### config.mk
export PLATFORM = sky130hd
export DESIGN_NAME = ysyx_23060332_lsu
export DESIGN_NICKNAME = d
export VERILOG_FILES = /design/src/rtl/ysyx_23060332_lsu_pkg.sv /design/src/rtl/ysyx_23060332_lsu_align.sv /design/src/rtl/ysyx_23060332_lsu.sv
export SDC_FILE = /design/constraint.sdc
export NUM_CORES = 1
export LEC_CHECK = 0
export CORE_MARGIN = 1
export CORE_UTILIZATION = 39
export CTS_CLUSTER_DIAMETER = 80
export DETAILED_ROUTE_END_ITERATION = 7
export PLACE_DENSITY_LB_ADDON = 0.12
export REMOVE_ABC_BUFFERS = 1
export SLEW_MARGIN = 0
export SYNTH_ARGS = -nofsm -noshare
export SYNTH_HDL_FRONTEND = slang
export SYNTH_HIERARCHICAL = 1
export SYNTH_SLANG_ARGS = --single-unit
### constraint.sdc
create_clock -name clk -period 1.42 [get_ports clk]
set_input_delay 0.213 -clock clk [delete_from_list [all_inputs] [get_ports clk]]
set_output_delay 0.213 -clock clk [all_outputs]
set_load 0.05 [all_outputs]
### src/rtl/ysyx_23060332_lsu_pkg.sv
// Shared definitions for the load/store unit: access-size encodings, FSM states
// and the alignment rule used when deciding whether a request reaches memory.
package ysyx_23060332_lsu_pkg;

    localparam int LSU_ADDR_W = 32;
    localparam int LSU_DATA_W = 32;
    localparam int LSU_MASK_W = 8;

    localparam logic [2:0] LSU_B  = 3'b000;
    localparam logic [2:0] LSU_H  = 3'b001;
    localparam logic [2:0] LSU_W  = 3'b010;
    localparam logic [2:0] LSU_BU = 3'b100;
    localparam logic [2:0] LSU_HU = 3'b101;

    typedef enum logic [1:0] {
        ST_IDLE = 2'd0,
        ST_REQ  = 2'd1,
        ST_WAIT = 2'd2,
        ST_RESP = 2'd3
    } lsu_state_e;

    // Unsupported encodings behave as word accesses.
    function automatic logic lsu_misaligned(input logic [2:0] funct3, input logic [1:0] off);
        logic mis;
        case (funct3)
            LSU_B, LSU_BU: mis = 1'b0;
            LSU_H, LSU_HU: mis = off[0];
            default:       mis = (off != 2'b00);
        endcase
        return mis;
    endfunction

endpackage

### src/rtl/ysyx_23060332_lsu_align.sv
// Byte-lane steering: store data replication and write mask on the way out,
// load byte/half extraction with sign or zero extension on the way back.
module ysyx_23060332_lsu_align
    import ysyx_23060332_lsu_pkg::*;
(
    input  logic [2:0]            st_funct3,
    input  logic [1:0]            st_off,
    input  logic [LSU_DATA_W-1:0] st_wdata,
    output logic [3:0]            st_mask,
    output logic [LSU_DATA_W-1:0] st_lanes,
    input  logic [2:0]            ld_funct3,
    input  logic [1:0]            ld_off,
    input  logic [LSU_DATA_W-1:0] ld_rdata,
    output logic [LSU_DATA_W-1:0] ld_data
);

    logic [7:0]  ld_byte;
    logic [15:0] ld_half;

    assign ld_byte = ld_rdata[{ld_off, 3'b000} +: 8];
    assign ld_half = ld_rdata[{ld_off[1], 4'b0000} +: 16];

    // Replicating the data across every lane lets the mask alone pick the target bytes.
    always_comb begin
        st_mask  = 4'b1111;
        st_lanes = st_wdata;
        case (st_funct3)
            LSU_B, LSU_BU: begin
                st_mask  = 4'b0001 << st_off;
                st_lanes = {4{st_wdata[7:0]}};
            end
            LSU_H, LSU_HU: begin
                st_mask  = 4'b0011 << st_off;
                st_lanes = {2{st_wdata[15:0]}};
            end
            default: ;
        endcase
    end

    always_comb begin
        ld_data = ld_rdata;
        case (ld_funct3)
            LSU_B:   ld_data = {{24{ld_byte[7]}}, ld_byte};
            LSU_BU:  ld_data = {24'h000000, ld_byte};
            LSU_H:   ld_data = {{16{ld_half[15]}}, ld_half};
            LSU_HU:  ld_data = {16'h0000, ld_half};
            LSU_W:   ld_data = ld_rdata;
            default: ld_data = ld_rdata;
        endcase
    end

endmodule

### src/rtl/ysyx_23060332_lsu.sv
// Load/store unit: one EXU request at a time, turned into a word-aligned memory
// request with byte mask, result returned to WBU after the memory response.
//
// state   | meaning
// IDLE    | accepting a new request from EXU
// REQ     | memory request presented, waiting for mem_req_ready
// WAIT    | request accepted, waiting for mem_rsp_valid
// RESP    | result (or misalign flag) presented to WBU
module ysyx_23060332_lsu
    import ysyx_23060332_lsu_pkg::*;
#(
    parameter int ADDR_W = LSU_ADDR_W,
    parameter int DATA_W = LSU_DATA_W,
    parameter int MASK_W = LSU_MASK_W
) (
    input  logic              clk,
    input  logic              rst,
    input  logic              in_valid,
    output logic              in_ready,
    input  logic              in_wen,
    input  logic [2:0]        in_funct3,
    input  logic [ADDR_W-1:0] in_addr,
    input  logic [DATA_W-1:0] in_wdata,
    output logic              out_valid,
    input  logic              out_ready,
    output logic [DATA_W-1:0] out_rdata,
    output logic              out_misalign,
    output logic              mem_req_valid,
    input  logic              mem_req_ready,
    output logic              mem_wen,
    output logic [ADDR_W-1:0] mem_addr,
    output logic [DATA_W-1:0] mem_wdata,
    output logic [MASK_W-1:0] mem_wmask,
    input  logic              mem_rsp_valid,
    input  logic [DATA_W-1:0] mem_rdata
);

    lsu_state_e  state_q, state_d;
    logic        wen_q;
    logic [2:0]  funct3_q;
    logic [1:0]  off_q;
    logic        accept;
    logic        in_misaligned;
    logic [3:0]  st_mask;
    logic [DATA_W-1:0] st_lanes;
    logic [DATA_W-1:0] ld_data;

    assign accept        = in_valid && in_ready;
    assign in_misaligned = lsu_misaligned(in_funct3, in_addr[1:0]);

    ysyx_23060332_lsu_align u_align (
        .st_funct3 (in_funct3),
        .st_off    (in_addr[1:0]),
        .st_wdata  (in_wdata),
        .st_mask   (st_mask),
        .st_lanes  (st_lanes),
        .ld_funct3 (funct3_q),
        .ld_off    (off_q),
        .ld_rdata  (mem_rdata),
        .ld_data   (ld_data)
    );

    always_comb begin
        state_d       = state_q;
        in_ready      = 1'b0;
        out_valid     = 1'b0;
        mem_req_valid = 1'b0;
        case (state_q)
            ST_IDLE: begin
                in_ready = 1'b1;
                if (in_valid) state_d = in_misaligned ? ST_RESP : ST_REQ;
            end
            ST_REQ: begin
                // Gated by rst so a reset withdraws the request in the same cycle.
                mem_req_valid = !rst;
                if (mem_req_ready) state_d = ST_WAIT;
            end
            ST_WAIT: begin
                if (mem_rsp_valid) state_d = ST_RESP;
            end
            ST_RESP: begin
                out_valid = 1'b1;
                if (out_ready) state_d = ST_IDLE;
            end
            default: state_d = ST_IDLE;
        endcase
    end

    always_ff @(posedge clk) begin
        if (rst) begin
            state_q      <= ST_IDLE;
            wen_q        <= 1'b0;
            funct3_q     <= 3'b000;
            off_q        <= 2'b00;
            mem_wen      <= 1'b0;
            mem_addr     <= '0;
            mem_wdata    <= '0;
            mem_wmask    <= '0;
            out_rdata    <= '0;
            out_misalign <= 1'b0;
        end else begin
            state_q <= state_d;
            if (accept) begin
                wen_q        <= in_wen;
                funct3_q     <= in_funct3;
                off_q        <= in_addr[1:0];
                mem_wen      <= in_wen;
                mem_addr     <= {in_addr[ADDR_W-1:2], 2'b00};
                mem_wdata    <= st_lanes;
                mem_wmask    <= in_wen ? {{(MASK_W-4){1'b0}}, st_mask} : '0;
                out_rdata    <= '0;
                out_misalign <= in_misaligned;
            end
            if (state_q == ST_WAIT && mem_rsp_valid) begin
                out_rdata <= wen_q ? '0 : ld_data;
            end
            if (state_q == ST_RESP && out_ready) begin
                out_misalign <= 1'b0;
            end
        end
    end

endmodule

# [Yosys cells after proc, flatten, opt, wreduce, memory -nomap -nowiden]
# Index checks and enable logic that the tools add are counted.
[word_totals] ff_bits=111 output_inout_bits=109 elab_cells=56
[op_classes] eq_ne=13 n_shift=4 muxes=17 n_reduce_logical=13
[op_table] operator="32-bit case mux with 4 select lines" count=1
[op_table] operator="32-bit two-way mux" count=3
[op_table] operator="32-bit case mux with 2 select lines" count=1
[op_table] operator="32-bit by 6-bit variable part select with 16-bit output" count=1
[op_table] operator="32-bit by 6-bit variable part select with 8-bit output" count=1
[op_table] operator="3-bit equality test (second input constant)" count=4
[op_table] operator="2-bit two-way mux" count=5
[op_table] operator="2-bit != test (second input constant)" count=4
[op_table] operator="2-bit case mux with 4 select lines" count=1
[op_table] operator="4-bit case mux with 2 select lines" count=1
[op_table] operator="3-bit by 1-bit equality test with 1-bit output (second input constant)" count=2
[op_table] operator="3-bit logical NOT" count=2
[op_table] operator="2-bit OR reduction" count=3
[op_table] operator="2-bit equality test (second input constant)" count=2
[op_table] operator="4-bit two-way mux" count=1
[op_table] operator="4-bit AND reduction" count=1
[op_table] operator="2-bit nonzero test" count=2
[op_table] operator="1-bit by 2-bit left shift with 4-bit output (first input constant)" count=1
[op_table] operator="2-bit by 2-bit left shift with 4-bit output (first input constant)" count=1
[op_table] operator="1-bit logical AND" count=3
[op_table] operator="1-bit two-way mux" count=3
[op_table] operator="2-bit by 1-bit equality test with 1-bit output (second input constant)" count=1
[op_table] operator="2-bit logical NOT" count=1
[op_table] operator="1-bit case mux with 2 select lines" count=1
[op_table] operator="1-bit logical NOT" count=1

# [Depth between registers and ports, before layout]
[logic_depth] depth_word=6 depth_mapped=7

# [Modules after synthesis]
# Netlist, hierarchy kept.
[by_module_without_submodules] module="ysyx_23060332_lsu" n_inst=1 cells_each=456 area_per_inst_um2=3827.4 seq_area_each_um2=2142.1
[by_module_without_submodules] module="ysyx_23060332_lsu_align" n_inst=1 cells_each=175 area_per_inst_um2=1188.6 seq_area_each_um2=0.0

# [Least setup slack after synthesis]
# No wires, ideal clock.
[synth_path] path_kind="flip-flop to flip-flop" startpoint="register state_q[0]" endpoint="register mem_addr[10]" setup_ns=0.132 arrival_time_ns=1.609 slack_ns=-0.321 stages_incl_launch_ff=7 path_buffers=1 cell_sequence="dfxtp_1 -> inv_1 -> ha_1 -> nand2_1 -> clkbuf_1 -> nand2_1 -> a21oi_1"
[synth_via] elab_chain_len=3
[synth_lines] element="start: declaration" line_no="ysyx_23060332_lsu.sv:38" text="lsu_state_e state_q, state_d;"
[synth_lines] element="start signal: assignment" line_no="ysyx_23060332_lsu.sv:102" text="state_q <= state_d;"
[synth_lines] element="2-bit logical NOT" line_no="ysyx_23060332_lsu.sv:68" text="case (state_q)"
[synth_lines] element="1-bit two-way mux" line_no="ysyx_23060332_lsu.sv:68"
[synth_lines] element="via in_ready" line_no="ysyx_23060332_lsu.sv:19" text="output logic in_ready,"
[synth_lines] element="1-bit logical AND" line_no="ysyx_23060332_lsu.sv:48" text="assign accept = in_valid && in_ready;"
[synth_lines] element="end signal: assignment" line_no="ysyx_23060332_lsu.sv:108" text="mem_addr <= {in_addr[ADDR_W-1:2], 2'b00};"
[synth_lines] element="end: declaration" line_no="ysyx_23060332_lsu.sv:31" text="output logic [ADDR_W-1:0] mem_addr,"
# The timed path passes the listed nets, and every way through them passes these cells.
# A chain may end at the register's enable or synchronous reset.

# [Final worst setup path]
[layout_path] startpoint="register off_q[0]" endpoint="register out_rdata[30]"
[layout_via] elab_chain_len=4
[layout_lines] element="start: declaration" line_no="ysyx_23060332_lsu.sv:41" text="logic [1:0] off_q;"
[layout_lines] element="start signal: assignment" line_no="ysyx_23060332_lsu.sv:106" text="off_q <= in_addr[1:0];"
[layout_lines] element="32-bit by 6-bit variable part select with 8-bit output" line_no="ysyx_23060332_lsu_align.sv:20" text="assign ld_byte = ld_rdata[{ld_off, 3'b000} +: 8];"
[layout_lines] element="32-bit case mux with 4 select lines" line_no="ysyx_23060332_lsu_align.sv:42" text="case (ld_funct3)"
[layout_lines] element="via ld_data[30]" line_no="ysyx_23060332_lsu.sv:46" text="logic [DATA_W-1:0] ld_data;"
[layout_lines] element="32-bit two-way mux" line_no="ysyx_23060332_lsu.sv:115" text="out_rdata <= wen_q ? '0 : ld_data;"
[layout_lines] element="32-bit two-way mux" line_no="ysyx_23060332_lsu.sv:114" text="if (state_q == ST_WAIT && mem_rsp_valid) begin"
[layout_lines] element="end signal: assignment" line_no="ysyx_23060332_lsu.sv:115"
[layout_lines] element="end: declaration" line_no="ysyx_23060332_lsu.sv:26" text="output logic [DATA_W-1:0] out_rdata,"
# The timed path passes the listed nets, and every way through them passes these cells.

==> flow_metrics.py <==
metrics = {
    "outcome": {
        "outcome": "finished with violations",
        "violations": "setup timing",
    },
    "logic_synthesis": {
        "synth-main-ff-cell": "dfxtp_1",
        "synth_edf_count": 0,
        "seq_area_frac_synth_pct": 42.7,
        "synthTopCellsByArea": "dfxtp_1 43%, nand2_1 13%, a21oi_1 8.2%, a22oi_1 5.2%, mux2_1 4.0%",
        "syn_area_um2": 5020,
        "netlist_instances": 631,
        "avgSynthCellArea_um2": 7.95,
        "synth_top_area_share_pct": 42.7,
        "synth_commonest_cells": "180 x nand2_1, 107 x dfxtp_1, 82 x a21oi_1",
        "async_flop_share_pct": 0,
        "synthDistinctLibCells": 41,
        "synth_top_area_cell": "dfxtp_1",
        "synth_most_common_cell": "nand2_1",
        "synth.ff_latch_count": 107,
        "ys_warn_count": 6,
    },
    "route": {
        "ant_nets": 0,
        "wire_per_inst_um": 19.4,
        "drc": 0,
        "wl_um": 20600,
        "drt_iter0_drc": 356,
        "first_pass_iters": 7,
        "vias": 5707,
        "routed_via_density": 5.37,
    },
    "worst_setup_path": {
        "crit_type": "reg2reg",
        "path_max_fanout": 7,
        "worstPathCellList": "mux2i_4 -> o22ai_4 -> a21oi_4 -> buf_6 -> buf_12 -> nand2_2 -> a22oi_2 -> nor2_1",
        "crit_arrival_ps": 1960,
        "max_stage_delay_ps": 400,
        "crit_slowest_cell": "dfxtp_4",
        "cp_data_required_time_ps": 1650,
        "worst-path-buf-inv": 2,
        "crit_family": "compound AO/OA/AOI/OAI gates",
        "cp-start-kind": "register",
        "end_kind": "register",
    },
    "power_and_ir_drop": {
        "seqPwrFrac_pct": 25.4,
        "power_frac_comb_pct": 58.8,
        "p_clk_share_pct": 15.8,
        "p_sw_uw": 6410,
        "powerDensity_nw_per_um2": 1560,
        "p_leak_uw": 0.00393,
        "peakVddDrop_mv": 0.882,
        "p_int_uw": 9320,
        "swShare_pct": 40.8,
    },
    "floorplanning": {
        "ioPinCount": 215,
        "rows": 41,
        "dieHeight_um": 115,
        "start_util_pct": 39.9,
        "dieArea_um2": 13300,
        "die_w_um": 115,
        "core_area_um2": 12600,
    },
    "grt": {
        "grt_usage_pct": 26.7,
        "grt_overflow": 0,
        "gr-max-usage-layer": "met2",
        "grt_use_met2_pct": 47.5,
        "grt_pass1_vias": 5556,
        "grt_use_met3_pct": 8.73,
        "met1_usage_pct": 28.6,
        "grt_start_max_net_pins": 39,
        "antenna_found_initial": 0,
        "grt_pass1_wl_um": 27300,
    },
    "sta": {
        "rsz0062_at_grt": "true",
        "worst_slack_ps": -314,
        "min_period_ps": 1730,
        "min_period_over_period_pct": 122,
        "max_freq_ghz": 0.577,
        "final.setup_skew_ps": 8.52,
        "finalHoldViolations": 0,
        "finalMaxSlewViolations": 0,
        "finalSetupViolations": 94,
    },
    "min_path": {
        "hold_class": "in2reg",
    },
    "placement": {
        "gp_congestion": 0.857,
        "io_buffer_count": 208,
        "dp_hpwl_um": 11700,
        "pre_cts_slack_ps": -451,
    },
    "clock_network": {
        "clk_latency_ps": 350,
        "clockRootBuffer": "clkbuf_16",
        "htree_levels": 3,
        "holdBufCountCts": 0,
        "cts_sinks": 107,
        "clk_transition_reported_paths_ps": 70,
        "cts_tree": "done",
        "cts_buffers": 9,
        "clk_path_buf_depth": 2,
    },
    "cells_and_area": {
        "fin_util_pct": 80.1,
        "antenna_cells": 0,
        "drive_gt1_share_pct": 39.0,
        "area_growth_pct": 101,
        "final_nets": 995,
    },
    "flow_run": {
        "cap_violations": 0,
    },
}
## kinds of logic after synthesis
family	Yosys count	synth area share (%)
AND/OR/NAND/NOR	253	21.2
flip-flops	107	42.7
adder cells (fa/ha/maj)	4	0.998
multiplexers	36	7.63
buffers and inverters	65	7.13
AO/OA/AOI/OAI	165	20.3
other	1	0.0748
## through the flow
step | instances | cell area (µm²) | hold slack [ps] | power (µW) | TNS [ps]
floorplan | 575 | 4690 | 282 | 7200 | -125120
global route | 1062 | 10100 | 250 | 16300 | -14220
finish | 1062 | 10100 | 234 | 15700 | -8590
detailed placement | 1009 | 8490 | 483 | 10800 | -19110
CTS | 1041 | 9270 | 221 | 14100 | -4460
global placement | 1009 | 8490 | 478 | 10600 | -15400
## placed cells by master (no fill, tap or decap), types with 5 or more instances in the layout
cell type        count
conb_1               6
a211oi_2             8
a21oi_1             46
buf_6               15
clkdlybuf4s50_1    103
a22oi_1             11
nor2_1              35
buf_12             113
nand2b_1             8
clkbuf_16           19
nand2_1            156
mux2_1              16
a211oi_1             5
nand2_2             12
a22o_1               6
o21ai_1             13
dfxtp_1            101
nand2_4             22
buf_4               50
a22oi_2             24
mux2i_1             15
a21oi_2             36
## layer usage
| layer | wire length (µm) | up-vias | share of wire (%) |
|---|---|---|---|
| li1 | - | 2634 | - |
| met1 | 7500 | 2705 | 36 |
| met2 | 10700 | 290 | 52 |
| met3 | 1650 | 78 | 8.0 |
| met4 | 790 | 0 | 3.8 |
| met5 | 0 | - | 0 |
## sequential cells by signal, summed over array words and instances, names as in the netlist
register,flops
mem_wdata,32
out_rdata,32
mem_addr,30
mem_wmask,4
funct3_q,3
off_q,2
state_q,2
out_misalign,1
wen_q,1
## power groups by stage
stage               clock, µW  combinational (µW)  sequential, µW
floorplan                   0                2020            5180
global placement            0                6640            3970
detailed placement          0                6750            4000
CTS                      2510                7640            3960
global route             2630                9630            4050
finish                   2490                9250            3990
## area by class of cell
type	count	area (µm²)
fill	727	2500
timing repair buffer	298	4230
clock inverter	3	21.3
clock buffer	13	270
inverter	4	23.8
multi-input combinational	465	3160
sequential	107	2150
tap	172	215
## timing repair
action / in CTS / in global routing
pin swaps: 23 / 65
resized for setup: 67 / 120
gates cloned: 5 / 14
setup buffers: 11 / 10
endpoints found under the setup margin: 62 / 74
## worst reg2reg max path, cell delays in order, from the launching register on
cell,delay (ps)
dfxtp_4,400
mux2i_4,280
o22ai_4,130
a21oi_4,220
buf_6,140
buf_12,120
nand2_2,60
a22oi_2,180
nor2_1,80
## path summary, 6_finish.rpt
| check | start | to | slack, ps | cells past startpoint |
|---|---|---|---|---|
| worst max-delay path | off_q[0] | out_rdata[30] | -310 | 8 |
| worst max register to register | off_q[0] | out_rdata[30] | -310 | 8 |
| worst min-delay path | rst | out_rdata[22] | 230 | 2 |
| worst min register to register | mem_addr[6] | mem_addr[6] | 490 | 2 |
Power figures use the tool's default switching activity.
